==> src/rtl/main_pkg.sv <==
// Shared defaults for the switch/LED board block: widths, debounce length, reset value.
package main_pkg;

  localparam int   DEF_WIDTH           = 4;
  localparam int   DEF_DEBOUNCE_CYCLES = 4;
  localparam logic RST_VAL             = 1'b0;

  // Debounce counter width; a single-cycle filter still needs one bit.
  function automatic int cnt_width(input int cycles);
    return (cycles > 1) ? $clog2(cycles) : 1;
  endfunction

endpackage

==> src/rtl/main_sw_debounce.sv <==
// One switch bit: 2-flop synchronizer plus debounce filter producing the accepted level.
// MAIN_DEBOUNCE_EN selects the counter filter; without it acc follows the synchronizer directly.
module sw_debounce
  import main_pkg::*;
#(
  parameter int DEBOUNCE_CYCLES = DEF_DEBOUNCE_CYCLES
) (
  input  logic clk,
  input  logic rst,
  input  logic sw,
  output logic acc
);

  logic s1;
  logic s2;

  always_ff @(posedge clk) begin
    if (rst) begin
      s1 <= RST_VAL;
      s2 <= RST_VAL;
    end else begin
      s1 <= sw;
      s2 <= s1;
    end
  end

`ifdef MAIN_DEBOUNCE_EN
  localparam int            CW      = cnt_width(DEBOUNCE_CYCLES);
  localparam logic [CW-1:0] CNT_MAX = CW'(DEBOUNCE_CYCLES - 1);

  logic [CW-1:0] cnt;

  // Any return to the accepted level restarts the count, so short glitches are dropped.
  always_ff @(posedge clk) begin
    if (rst) begin
      acc <= RST_VAL;
      cnt <= '0;
    end else if (s2 == acc) begin
      cnt <= '0;
    end else if (cnt == CNT_MAX) begin
      acc <= s2;
      cnt <= '0;
    end else begin
      cnt <= cnt + 1'b1;
    end
  end
`else
  always_ff @(posedge clk) begin
    if (rst) begin
      acc <= RST_VAL;
    end else begin
      acc <= s2;
    end
  end
`endif

endmodule

==> src/rtl/main_top.sv <==
// Board top: per-bit synchronize/debounce of slide switches, registered LED drive.
// Debounce filter enabled by defining MAIN_DEBOUNCE_EN.
module main_top
  import main_pkg::*;
#(
  parameter int WIDTH           = DEF_WIDTH,
  parameter int DEBOUNCE_CYCLES = DEF_DEBOUNCE_CYCLES
) (
  input  logic             clk,
  input  logic             rst,
  input  logic [WIDTH-1:0] sw,
  output logic [WIDTH-1:0] led
);

  logic [WIDTH-1:0] acc;

  for (genvar i = 0; i < WIDTH; i++) begin : g_bit
    sw_debounce #(
      .DEBOUNCE_CYCLES (DEBOUNCE_CYCLES)
    ) u_sw_debounce (
      .clk (clk),
      .rst (rst),
      .sw  (sw[i]),
      .acc (acc[i])
    );
  end

  always_ff @(posedge clk) begin
    if (rst) begin
      led <= {WIDTH{RST_VAL}};
    end else begin
      led <= acc;
    end
  end

endmodule

==> config.mk <==
export PLATFORM = sky130hd
export DESIGN_NAME = main_top
export DESIGN_NICKNAME = d
export VERILOG_FILES = /design/src/rtl/main_pkg.sv /design/src/rtl/main_sw_debounce.sv /design/src/rtl/main_top.sv
export SDC_FILE = /design/constraint.sdc
export NUM_CORES = 1
export LEC_CHECK = 0
export ABC_AREA = 1
export BUFFER_PORTS_ARGS = -buffer_cell sky130_fd_sc_hd__buf_2
export CAP_MARGIN = 20
export CORE_AREA = 2 2 39 41
export DETAILED_ROUTE_END_ITERATION = 10
export DIE_AREA = 0 0 41 43
export GPL_TIMING_DRIVEN = 0
export RECOVER_POWER = 50
export SKIP_CTS_REPAIR_TIMING = 1
export SYNTH_ARGS = -nofsm -noshare
export SYNTH_HDL_FRONTEND = slang
export SYNTH_SLANG_ARGS = --single-unit
==> constraint.sdc <==
create_clock -name clk -period 0.9 [get_ports clk]
set_input_delay 0.045 -clock clk [delete_from_list [all_inputs] [get_ports clk]]
set_output_delay 0.045 -clock clk [all_outputs]
set_load 0.05 [all_outputs]
# [Yosys cells after proc, flatten, opt, wreduce, memory -nomap -nowiden]
# Index checks and enable logic that the tools add are counted.
[word_totals] latchBits=0 memories=0 ramBits=0 inputBits=6 output_inout_bits=4 wordCells=13 rom_bits=0 ff_bits=16
[classes] add_sub_neg=0 shift=0 muxes=0 bitwise_logic=0 multipliers=0 reduce_logical=0 n_div=0 n_eq_ne=0 n_lt_le_gt_ge=0

# [Logic depth before layout (Yosys ltp)]
# Gate-level depths: netlist (run 1).
[depth] word_depth=0 mapped_depth=3 depth_no_buf=2

# [By module]
# A second synthesis (run 1) with hierarchy kept.
[unflattened] cells_unflattened=48 area_unflattened_um2=440.4
[by_module_without_submodules] module="sw_debounce" area_per_inst_um2=82.6 n_inst=4 seq_area_each_um2=60.1 cells_each=9
[by_module_without_submodules] module="main_top" area_per_inst_um2=110.1 n_inst=1 seq_area_each_um2=80.1 cells_each=12

# [Worst setup path before layout (run 1)]
# OpenSTA, ideal clock, no wires.
[synth_timing] kind="register -> output" from="register led[0]" to="output led[0]" t_arrival_ps=587 stages_incl_launch_ff=1 required_time_ps=855 path_slack_ps=268 path_buffers=0 path_cell_list="dfxtp_1"
[synth_rtl] item="start: declaration" line="main_top.sv:12" source="output logic [WIDTH-1:0] led"
[synth_rtl] item="start signal: assignment" line="main_top.sv:30" source="led <= {WIDTH{RST_VAL}};"
# No word-level cell between the ends.

# [Worst setup path after layout (run 1)]
[layout_timing] from="input rst" to="register g_bit[1].u_sw_debounce.acc"
[layout_rtl] item="start: declaration" line="main_top.sv:10" source="input logic rst,"
[layout_rtl] item="end signal: assignment" line="main_sw_debounce.sv:50" source="acc <= RST_VAL;"
[layout_rtl] item="end signal: assignment" line="main_sw_debounce.sv:52" source="acc <= s2;"
[layout_rtl] item="end: declaration" line="main_sw_debounce.sv:11" source="output logic acc"
# No word-level cell between the ends.

==> results of run 1 <==
==> metrics by stage <==
step / instances / total power, mW / setup slack [ps]
2_1_floorplan: 50 / 0.804 / 268
4_1_cts: 78 / 1.27 / -0.800
3_5_place_dp: 74 / 0.821 / 316
6_report: 83 / 1.26 / 54.4
3_3_place_gp: 74 / 0.819 / 328
5_1_grt: 83 / 1.33 / 6.58
==> kinds of logic after synthesis <==
family                 after synthesis  share of synthesized area [%]
flip-flops                          16                           67.5
AND/OR/NAND/NOR                     16                           14.2
buffers and inverters               18                           18.2
==> synthesized netlist by cell type <==
cell,instances
sky130_fd_sc_hd__nor2_1,13
sky130_fd_sc_hd__dfxtp_1,16
sky130_fd_sc_hd__buf_8,1
sky130_fd_sc_hd__inv_1,16
sky130_fd_sc_hd__nor2_2,3
sky130_fd_sc_hd__buf_6,1
==> routing by layer <==
| layer | up-vias | track usage, % | share of wire, % |
|---|---|---|---|
| met5 | - | 0 | 0 |
| met4 | 0 | 6.00 | 1.6 |
| met3 | 2 | 4.71 | 7.0 |
| met2 | 10 | 11.3 | 40 |
| met1 | 117 | 7.21 | 51 |
| li1 | 168 | - | - |
==> worst reg2reg max path: stages (launching register included) <==
cell	delay, ps
sky130_fd_sc_hd__dfxtp_1	310
sky130_fd_sc_hd__inv_1	50
sky130_fd_sc_hd__nor2_2	30
==> power by group through the flow <==
stage | clock network (mW) | registers, mW | logic, mW
4_1_cts | 0.465 | 0.737 | 0.0676
2_1_floorplan | 0 | 0.763 | 0.0403
5_1_grt | 0.500 | 0.741 | 0.0894
3_3_place_gp | 0 | 0.753 | 0.0660
3_5_place_dp | 0 | 0.754 | 0.0673
6_report | 0.443 | 0.737 | 0.0789
==> state kept, by name, indices dropped and copies added, names as in the netlist <==
register and flops:
g_bit.u_sw_debounce.acc 4, g_bit.u_sw_debounce.s1 4, g_bit.u_sw_debounce.s2 4, led 4
==> worst max-delay path by stage <==
stage | end | startpoint | slack (ps)
2_1_floorplan | led[0] | led[0] | 270
3_3_place_gp | led[1] | led[1] | 330
3_5_place_dp | led[1] | led[1] | 320
4_1_cts | led[1] | led[1] | -0.8
5_1_grt | led[1] | led[1] | 7
6_report | g_bit[1].u_sw_debounce.acc | rst | 50
==> cell type report <==
| type | instances | area [sq um] | area share, % |
|---|---|---|---|
| Clock buffer | 4 | 36.3 | 5.85 |
| Sequential cell | 16 | 320 | 51.6 |
| Timing Repair Buffer | 13 | 100 | 16.1 |
| Buffer | 2 | 16.3 | 2.62 |
| Multi-Input combinational cell | 16 | 67.6 | 10.9 |
| Tap cell | 16 | 20.0 | 3.23 |
| Inverter | 16 | 60.1 | 9.68 |
==> results.env, run 1 <==
CRITICAL_PATH_CLASS='in -> reg'
NNETSFINAL=74
SYNTH.DISTINCT_CELLS=6
BEGINNING_OF_THE_WORST_REGISTER_TO_REGISTER_PATH='g_bit[3].u_sw_debounce.acc'
GRT_USE_TOTAL_PCT=7.68
CPPEAKSTAGEDELAY_PS=540
CLK-INSERTION-DELAY-LATE_PS=270
CTS_ROOT_BUFFER='sky130_fd_sc_hd__clkbuf_4'
CRITPATHTOPFAMILY='buffers and inverters'
SYNTH.NET_COUNT=56
WL_PER_CELL_UM=6.19
MAPPED_AREA_SQ_UM=474
POSTPLACECELLAREA_SQ_UM=534
VIA_COUNT=297
NUMBER_OF_SYNTHESIZED_REGISTER_BITS=16
SYNTH.YOSYS.WARNINGS=0
CRITICAL-PATH-SLOWEST-CELL='sky130_fd_sc_hd__dlygate4sd3_1'
FILLERINSTANCES=137
CP.ARRIVAL_PS=1010
FLOORPLAN.IO_PINS=10
R2R.WORST_PATH.CELLS=2
SYNTH_SEQUENTIAL_AREA_RATIO_PCT=67.5
GRT_FIRST_PASS_WIRELENGTH_UM=855
DRIVE_GT1_SHARE_PCT=25.4
SEQ_POWER_SHARE_PCT=58.5
POWER_FRAC_COMB_PCT=6.3
SWSHARE_PCT=19.2
UTILIZATION_PCT=44.8
PORT_BUFFERS=8
DR.FIRST_ITER.DRC_COUNT=4
P_INT_mW=1.02
MAX_FREQ_GHz=1.18
WORST_R2R_ENDPOINT='led[3]'
WHS_ENDPOINT='led[1]'
FINALHOLDVIOLCOUNT=0
INITIAL_ANTENNA_VIOLATION_COUNT=0
TIMING.HOLD.WORST.START='g_bit[1].u_sw_debounce.acc'
FLOORPLAN.DIE.HEIGHT_UM=43
WORSTPATHREQUIRED_PS=1060
WORSTHOLDPATHTYPE='reg -> reg'
VIASPERCELL=3.58
CLK_PIN_SLEW_PS=90
POWER_SWITCHING_uW=242
CLOCK_TREE.BUFFER_DEPTH=2
FINAL.SETUP_SKEW_PS=6.63
YOSYS-TOP-CELLS-AREA='sky130_fd_sc_hd__dfxtp_1 (68%), sky130_fd_sc_hd__inv_1 (13%), sky130_fd_sc_hd__nor2_1 (10%)'
CP_CELL_SEQUENCE='dlygate4sd3_1 > buf_6 > buf_2 > nor2_1'
CTS.SINKS=16
STATUS='completed'
COMMONEST_CELLS_AFTER_ROUTING_FILL_AND_TAPS_ASIDE='sky130_fd_sc_hd__inv_1 (16), sky130_fd_sc_hd__dfxtp_1 (16), sky130_fd_sc_hd__nor2_1 (13)'
GRT_PASS1_VIAS=243
FINALSETUPTNS_PS=0
CRITICAL_PATH_BUF_INV_COUNT=3
DRT_PRE_ANTENNA_ITERS=2
TRANSITION_TIME_AT_THE_PIN_WITH_THE_LEAST_SLEW_MARGIN_PS=199
PLACE.GP.CONGESTION=0.561
FLOW.AREA_GROWTH_FROM_SYNTHESIS_PCT=30.9
TIMING.FINAL.SETUP_VIOLATIONS=0
FP.DIEAREA_SQ_UM=1760
TRITONCTS='yes'
DETAILED_ROUTE_WL_UM=514
REMAINING_DRC_ERRORS=0
P_CLK_SHARE_PCT=35.2
DPL.HPWL_UM=324
TIMING.FINAL.MAX_SLEW_VIOLATIONS=0
POWER.DENSITY_nW_PER_UM2=2030
POST-ROUTE-MIN-PERIOD_PS=846
FINAL.PERIOD_UTILIZATION_PCT=94.0
WORST_IR_DROP_VDD_mV=0.840
FF2FF_SETUP_SLACK_PS=410
RSZ0062_AT_GRT='no'
MAX_SLEW_MARGIN_PCT=86.8
MAXIMUM_NUMBER_OF_PINS_ON_ONE_NET_BEFORE_GLOBAL_ROUTE_REPAIR=11
STARTPOINT_TYPE='primary input'
DRT.ANTENNA.VIOLATING_NETS=0
CTS.HTREE.LEVELS=1
WORST_HOLD_SLACK_PS=401
STATIC-LEAKAGE-POWER_nW=0.295
AREA_OF_THE_CORE_REGION_SQ_UM=1380
POSTSYNTHCELLCOUNT=50
NUMCTSBUFFERS=3
CP.DEPTH=4
INITIAL_CORE_UTIL_PCT=34.3
CRIT_FANOUT=10
DESIGN_AREA_SQ_UM=621
AVGSYNTHCELLAREA_SQ_UM=9.48
GRT-OVFL-TOTAL=0
TIMING.HOLD.WORST_PATH_DEPTH=2
SYNTH_TOP_AREA_CELL='sky130_fd_sc_hd__dfxtp_1'
DIE_WIDTH_UM=41
CRITICAL_PATH.ENDPOINT_TYPE='flop'
DIODE_COUNT=0
CAP_VIOL_MAX_COUNT=0
PLACEMENTROWS=14
NETLIST.AREA_LEADER.SHARE_PCT=67.5
(Power assumes the default switching activity.)
==> run 2: changes to the inputs <==
Settings changed: RECOVER_POWER 50 to default, SYNTH_HIERARCHICAL from default to 1.
==> results.env, run 2 <==
STATUS='completed'
SYNTH_ENABLE_FLOP_CELLS=0  # unchanged
SYNTH.YOSYS.WARNINGS=6  # +6
MAPPED_AREA_SQ_UM=440  # -7.1%
R2R.WORST_PATH.CELLS=2  # unchanged
P_INT_uW=918  # -9.7%
CPPEAKSTAGEDELAY_PS=310  # -230 ps
FLOORPLAN.IO_PINS=10  # unchanged
INITIAL_CORE_UTIL_PCT=31.8  # -2.4 points
FP.DIEAREA_SQ_UM=1760  # unchanged
CLK_PIN_SLEW_PS=80  # about the same
DPL.HPWL_UM=299  # -7.6%
WL_PER_CELL_UM=6.18  # -0.29%
CRITICAL_PATH_CLASS='reg -> out'
DRT.ANTENNA.VIOLATING_NETS=0  # unchanged
MAXIMUM_NUMBER_OF_PINS_ON_ONE_NET_BEFORE_GLOBAL_ROUTE_REPAIR=17  # +6
CTS_ROOT_BUFFER='sky130_fd_sc_hd__clkbuf_4'
SYNTH_SEQUENTIAL_AREA_RATIO_PCT=72.7  # +5.2 points
CP_CELL_SEQUENCE='clkbuf_4'
CRITICAL_PATH_BUF_INV_COUNT=1  # -2
CLK-INSERTION-DELAY-LATE_PS=270  # about the same
POST-ROUTE-MIN-PERIOD_PS=848  # +2.10 ps
MAX_FREQ_GHz=1.18  # -0.25%
FLOW.AREA_GROWTH_FROM_SYNTHESIS_PCT=31.3
NNETSFINAL=72  # -2.7%
SWSHARE_PCT=20.4  # +1.2 points
TRITONCTS='yes'
CTS.SINKS=16  # unchanged
POWER_SWITCHING_uW=235  # -2.9%
RSZ0062_AT_GRT='no'
WORST_IR_DROP_VDD_mV=0.760  # -9.5%
NUMCTSBUFFERS=3  # unchanged
FLOORPLAN.DIE.HEIGHT_UM=43  # unchanged
UTILIZATION_PCT=41.8  # -3.1 points
FF2FF_SETUP_SLACK_PS=410  # about the same
YS_ASYNC_SR_FRACTION_PCT=0  # unchanged
SYNTH.DISTINCT_CELLS=3  # -3
CP.ARRIVAL_PS=800  # -210 ps
PORT_BUFFERS=9  # +1
YOSYS-TOP-CELLS-AREA='sky130_fd_sc_hd__dfxtp_1 (73%), sky130_fd_sc_hd__inv_1 (14%), sky130_fd_sc_hd__nor2_1 (14%)'
VIA_COUNT=275  # -7.4%
SYNTH.NET_COUNT=54  # -3.6%
PLACE_INST=73  # -1.4%
CRIT_FANOUT=1  # -9
GRT_USE_TOTAL_PCT=6.67  # -1.0 points
MOST_FREQUENTLY_USED_FLOP_MASTER_AFTER_SYNTHESIS='sky130_fd_sc_hd__dfxtp_1'
TRANSITION_TIME_AT_THE_PIN_WITH_THE_LEAST_SLEW_MARGIN_PS=263  # +64.9 ps
PLACE.GP.CONGESTION=0.578  # +3.0%
SYNTH_TOP_AREA_CELL='sky130_fd_sc_hd__dfxtp_1'
GRT-OVFL-TOTAL=0  # unchanged
DIE_WIDTH_UM=41  # unchanged
INITIAL_ANTENNA_VIOLATION_COUNT=0  # unchanged
REMAINING_DRC_ERRORS=0  # unchanged
VIASPERCELL=3.44  # -3.9%
AVGSYNTHCELLAREA_SQ_UM=9.18  # -3.3%
FINAL.PERIOD_UTILIZATION_PCT=94.2  # +0.23 points
TIMING.FINAL.MAX_SLEW_VIOLATIONS=0  # unchanged
WORST_HOLD_SLACK_PS=107  # -294 ps
SEQ_POWER_SHARE_PCT=63.9  # +5.4 points
CLOCK_TREE.BUFFER_DEPTH=2  # unchanged
CAP_VIOL_MAX_COUNT=0  # unchanged
STARTPOINT_TYPE='flop'
CRITICAL-PATH-SLOWEST-CELL='sky130_fd_sc_hd__dfxtp_1'
CTS.HTREE.LEVELS=1  # unchanged
WORST_R2R_ENDPOINT='g_bit[0].u_sw_debounce/s2'
TIMING.HOLD.WORST.START='rst'
NETLIST.AREA_LEADER.SHARE_PCT=72.7  # +5.2 points
POWER_FRAC_COMB_PCT=5.8  # -0.5 points
PLACEMENTROWS=14  # unchanged
POSTSYNTHCELLCOUNT=48  # -4.0%
POWER.DENSITY_nW_PER_UM2=1990  # -1.7%
PRE_CTS_SLACK_PS=324  # +7.63 ps
TIMING.FINAL.SETUP_VIOLATIONS=0  # unchanged
GRT_FIRST_PASS_WIRELENGTH_UM=696  # -19%
STATIC-LEAKAGE-POWER_nW=0.277  # -6.0%
MAX_SLEW_MARGIN_PCT=82.4  # -4.3 points
CRITICAL_PATH.ENDPOINT_TYPE='output pin'
FINALSETUPTNS_PS=0  # unchanged
DRT_PRE_ANTENNA_ITERS=2  # unchanged
COMMONEST_CELLS_AFTER_ROUTING_FILL_AND_TAPS_ASIDE='sky130_fd_sc_hd__inv_1 (16), sky130_fd_sc_hd__nor2_1 (16), sky130_fd_sc_hd__dfxtp_1 (16)'
BEGINNING_OF_THE_WORST_REGISTER_TO_REGISTER_PATH='g_bit[0].u_sw_debounce/s1'
DETAILED_ROUTE_WL_UM=494  # -3.9%
WORSTPATHREQUIRED_PS=850  # -210 ps
FINALHOLDVIOLCOUNT=0  # unchanged
FINAL_CRITICAL_PATH_SETUP_SLACK_PS=52.3  # -2.10 ps
FINAL.SETUP_SKEW_PS=0.489  # -6.14 ps
DIODE_COUNT=0  # unchanged
P_CLK_SHARE_PCT=30.3  # -4.9 points
GRT_PASS1_VIAS=170  # -30%
POST_LAYOUT_NONFILLER_INSTANCES=80  # -3.6%
WHS_ENDPOINT='led[3]'
CRITPATHTOPFAMILY='flip-flops'
NUMBER_OF_SYNTHESIZED_REGISTER_BITS=16  # unchanged
DR.FIRST_ITER.DRC_COUNT=4  # unchanged
WORSTHOLDPATHTYPE='in -> reg'
DRIVE_GT1_SHARE_PCT=18.8  # -6.6 points
SYNTH_TOP_CELLS_BY_COUNT='sky130_fd_sc_hd__dfxtp_1 (16), sky130_fd_sc_hd__inv_1 (16), sky130_fd_sc_hd__nor2_1 (16)'
TIMING.HOLD.WORST_PATH_DEPTH=2  # unchanged
AREA_OF_THE_CORE_REGION_SQ_UM=1380  # unchanged
-- run 2: cell count changes after synthesis, sizes merged --
| cell | change |
|---|---|
| buf | -2 |
-- run 2: routing by layer --
layer | wire length (um) | vias to the layer above | share of wire (%) | track usage, %
met4 | 6 | 0 | 1.2 | 10.0
met2 | 201 | 9 | 41 | 6.88
met3 | 44 | 2 | 8.9 | 3.14
met1 | 242 | 104 | 49 | 7.54
met5 | 0 | - | 0 | 0
li1 | - | 160 | - | -
-- run 2: power by group through the flow --
stage / clock [mW] / combinational [mW] / sequential (mW)
2_1_floorplan: 0 / 0.0187 / 0.764
3_3_place_gp: 0 / 0.0517 / 0.753
3_5_place_dp: 0 / 0.0537 / 0.754
4_1_cts: 0.370 / 0.0536 / 0.737
5_1_grt: 0.395 / 0.0757 / 0.739
6_report: 0.349 / 0.0668 / 0.737
-- run 2: how the worst max path moves through the flow --
stage / start / end / slack (ps) / cells after the start
2_1_floorplan: led[0] / led[0] / 270 / 0
3_3_place_gp: led[3] / led[3] / 330 / 1
3_5_place_dp: led[1] / led[1] / 320 / 1
4_1_cts: led[2] / led[2] / 7 / 1
5_1_grt: led[2] / led[2] / 0.8 / 1
6_report: led[1] / led[1] / 50 / 1
-- run 2: cell type report --
| class | instances | area (sq um) |
|---|---|---|
| timing repair buffer | 13 | 95.1 |
| clock buffer | 3 | 22.5 |
| inverter | 16 | 60.1 |
| tap | 16 | 20.0 |
| sequential | 16 | 320 |
| fill | 135 | 806 |
| multi-input combinational | 16 | 60.1 |
-- run 2: cells by family (layout without fill, tap and decap cells) --
family	Yosys count	in the layout	synth area share, %
AND/OR/NAND/NOR	16	16	13.6
buffers and inverters	16	32	13.6
flip-flops	16	16	72.7
-- run 2: per-stage QoR --
stage	power (mW)	area, sq um
6_report	1.15	578
5_1_grt	1.21	578
4_1_cts	1.16	528
3_5_place_dp	0.807	505
3_3_place_gp	0.804	505
2_1_floorplan	0.782	440
==> run 3: changes to the inputs <==
Settings changed: CAP_MARGIN 20 to 0, SYNTH_HIERARCHICAL 1 to default.
==> results.env, run 3 (synthesized netlist as in run 1, its figures left out) <==
CAP_VIOL_MAX_COUNT=0  # unchanged
POSTPLACECELLAREA_SQ_UM=534  # +5.7%
TIMING.FINAL.SETUP_VIOLATIONS=0  # unchanged
FLOW.AREA_GROWTH_FROM_SYNTHESIS_PCT=33.0
CLK_PIN_SLEW_PS=90  # about the same
DRT_PRE_ANTENNA_ITERS=2  # unchanged
INITIAL_ANTENNA_VIOLATION_COUNT=0  # unchanged
FIN_TOTAL_PWR_mW=1.26  # +9.5%
WHS_ENDPOINT='led[1]'
TRITONCTS='yes'
VIA_COUNT=298  # +8.4%
BEGINNING_OF_THE_WORST_REGISTER_TO_REGISTER_PATH='g_bit[3].u_sw_debounce.acc'
PLACE.GP.CONGESTION=0.561  # -3.0%
CTS.SINKS=16  # unchanged
CP.ARRIVAL_PS=800  # about the same
DR.FIRST_ITER.DRC_COUNT=6  # +2
GRT_PASS1_VIAS=243  # +43%
CLOCK_TREE.BUFFER_DEPTH=2  # unchanged
MAXIMUM_NUMBER_OF_PINS_ON_ONE_NET_BEFORE_GLOBAL_ROUTE_REPAIR=11  # -6
WORST_IR_DROP_VDD_mV=0.839  # +10%
STATIC-LEAKAGE-POWER_nW=0.298  # +7.6%
CRITICAL_PATH_BUF_INV_COUNT=1  # unchanged
TIMING.HOLD.WORST_PATH_DEPTH=2  # unchanged
CRITICAL-PATH-SLOWEST-CELL='sky130_fd_sc_hd__dfxtp_1'
GRT_USE_TOTAL_PCT=7.68  # +1.0 points
CRITICAL_PATH.ENDPOINT_TYPE='output pin'
FLOORPLAN.DIE.HEIGHT_UM=43  # unchanged
WORSTPATHREQUIRED_PS=850  # about the same
FINAL.SETUP_SKEW_PS=6.14  # +5.65 ps
REGAREA_SQ_UM=320  # unchanged
WORSTHOLDPATHTYPE='reg -> reg'
FINALHOLDVIOLCOUNT=0  # unchanged
CRITPATHTOPFAMILY='flip-flops'
DRT.ANTENNA.VIOLATING_NETS=0  # unchanged
AREA_OF_THE_CORE_REGION_SQ_UM=1380  # unchanged
DESIGN_AREA_SQ_UM=631  # +9.1%
VIASPERCELL=3.59  # +4.4%
CP.DEPTH=1  # unchanged
CPPEAKSTAGEDELAY_PS=310  # about the same
FINALSETUPTNS_PS=0  # unchanged
CTS_ROOT_BUFFER='sky130_fd_sc_hd__clkbuf_4'
CP_CELL_SEQUENCE='clkbuf_4'
R2R.WORST_PATH.CELLS=2  # unchanged
FLOORPLAN.IO_PINS=10  # unchanged
FF2FF_SETUP_SLACK_PS=420  # about the same
CLK-INSERTION-DELAY-LATE_PS=270  # about the same
WL_PER_CELL_UM=6.13  # -0.69%
DIE_WIDTH_UM=41  # unchanged
GRT-OVFL-TOTAL=0  # unchanged
WORST_SETUP_PATH_STARTPOINT='led[2]'
COMMONEST_CELLS_AFTER_ROUTING_FILL_AND_TAPS_ASIDE='sky130_fd_sc_hd__inv_1 (16), sky130_fd_sc_hd__dfxtp_1 (16), sky130_fd_sc_hd__nor2_1 (13)'
FILLERINSTANCES=136  # +0.74%
NNETSFINAL=74  # +2.8%
INITIAL_CORE_UTIL_PCT=34.3  # +2.4 points
STARTPOINT_TYPE='flop'
DETAILED_ROUTE_WL_UM=509  # +3.0%
TIMING.FINAL.MAX_SLEW_VIOLATIONS=0  # unchanged
TRANSITION_TIME_AT_THE_PIN_WITH_THE_LEAST_SLEW_MARGIN_PS=158  # -106 ps
MAX_SLEW_MARGIN_PCT=89.6  # +7.1 points
GRT_FIRST_PASS_WIRELENGTH_UM=855  # +23%
REMAINING_DRC_ERRORS=0  # unchanged
WORST_R2R_ENDPOINT='led[3]'
CTS.HTREE.LEVELS=1  # unchanged
DPL.HPWL_UM=324  # +8.3%
CRITICAL_PATH_CLASS='reg -> out'
PLACEMENTROWS=14  # unchanged
RSZ0062_AT_GRT='no'
TIMING.HOLD.WORST.START='g_bit[1].u_sw_debounce.acc'
DRIVE_GT1_SHARE_PCT=25.4  # +6.6 points
PORT_BUFFERS=8  # -1
STATUS='completed'
POST-ROUTE-MIN-PERIOD_PS=843  # -5.07 ps
DIODE_COUNT=0  # unchanged
MAX_FREQ_GHz=1.19  # +0.60%
FINAL.PERIOD_UTILIZATION_PCT=93.6  # -0.56 points
NUMCTSBUFFERS=3  # unchanged
FP.DIEAREA_SQ_UM=1760  # unchanged
MULTIINPUTGATEAREA_SQ_UM=67.6  # +13%
POWER.DENSITY_nW_PER_UM2=2000  # +0.41%
WORST_HOLD_SLACK_PS=402  # +295 ps
CRIT_FANOUT=1  # unchanged
run 3: stage by stage:
stage,util (%),setup WS [ps],cells
2_1_floorplan,-,268,50
3_3_place_gp,38.6,328,74
3_5_place_dp,38.6,316,74
4_1_cts,41.2,-0.800,78
5_1_grt,45.6,6.58,83
6_report,45.6,57.4,83
run 3: worst max-delay path by stage:
stage / endpoint / slack (ps)
3_5_place_dp: led[1] / 320
2_1_floorplan: led[0] / 270
5_1_grt: led[1] / 7
4_1_cts: led[1] / -0.8
6_report: led[2] / 60
3_3_place_gp: led[1] / 330
run 3: final cells by class:
cell class                 instances  area share, %
sequential                        16           50.8
timing repair buffer              13           15.9
multi-input combinational         16           10.7
inverter                          16           9.52
clock buffer                       4           5.75
buffer                             2           4.17
tap                               16           3.17
run 3: power by group:
group	leakage [nW]	switching, mW	total [mW]	internal, mW
combinational	0.146	0.0404	0.0846	0.0442
sequential	0.131	0.00519	0.737	0.732
clock	0.0210	0.196	0.441	0.245
run 3: routing by layer:
layer	track usage (%)	share of wire [%]	up-vias
met5	0	0	-
met4	6.00	1.6	0
met3	4.71	7.1	2
met2	11.3	41	10
met1	7.21	50	118
li1	-	-	168
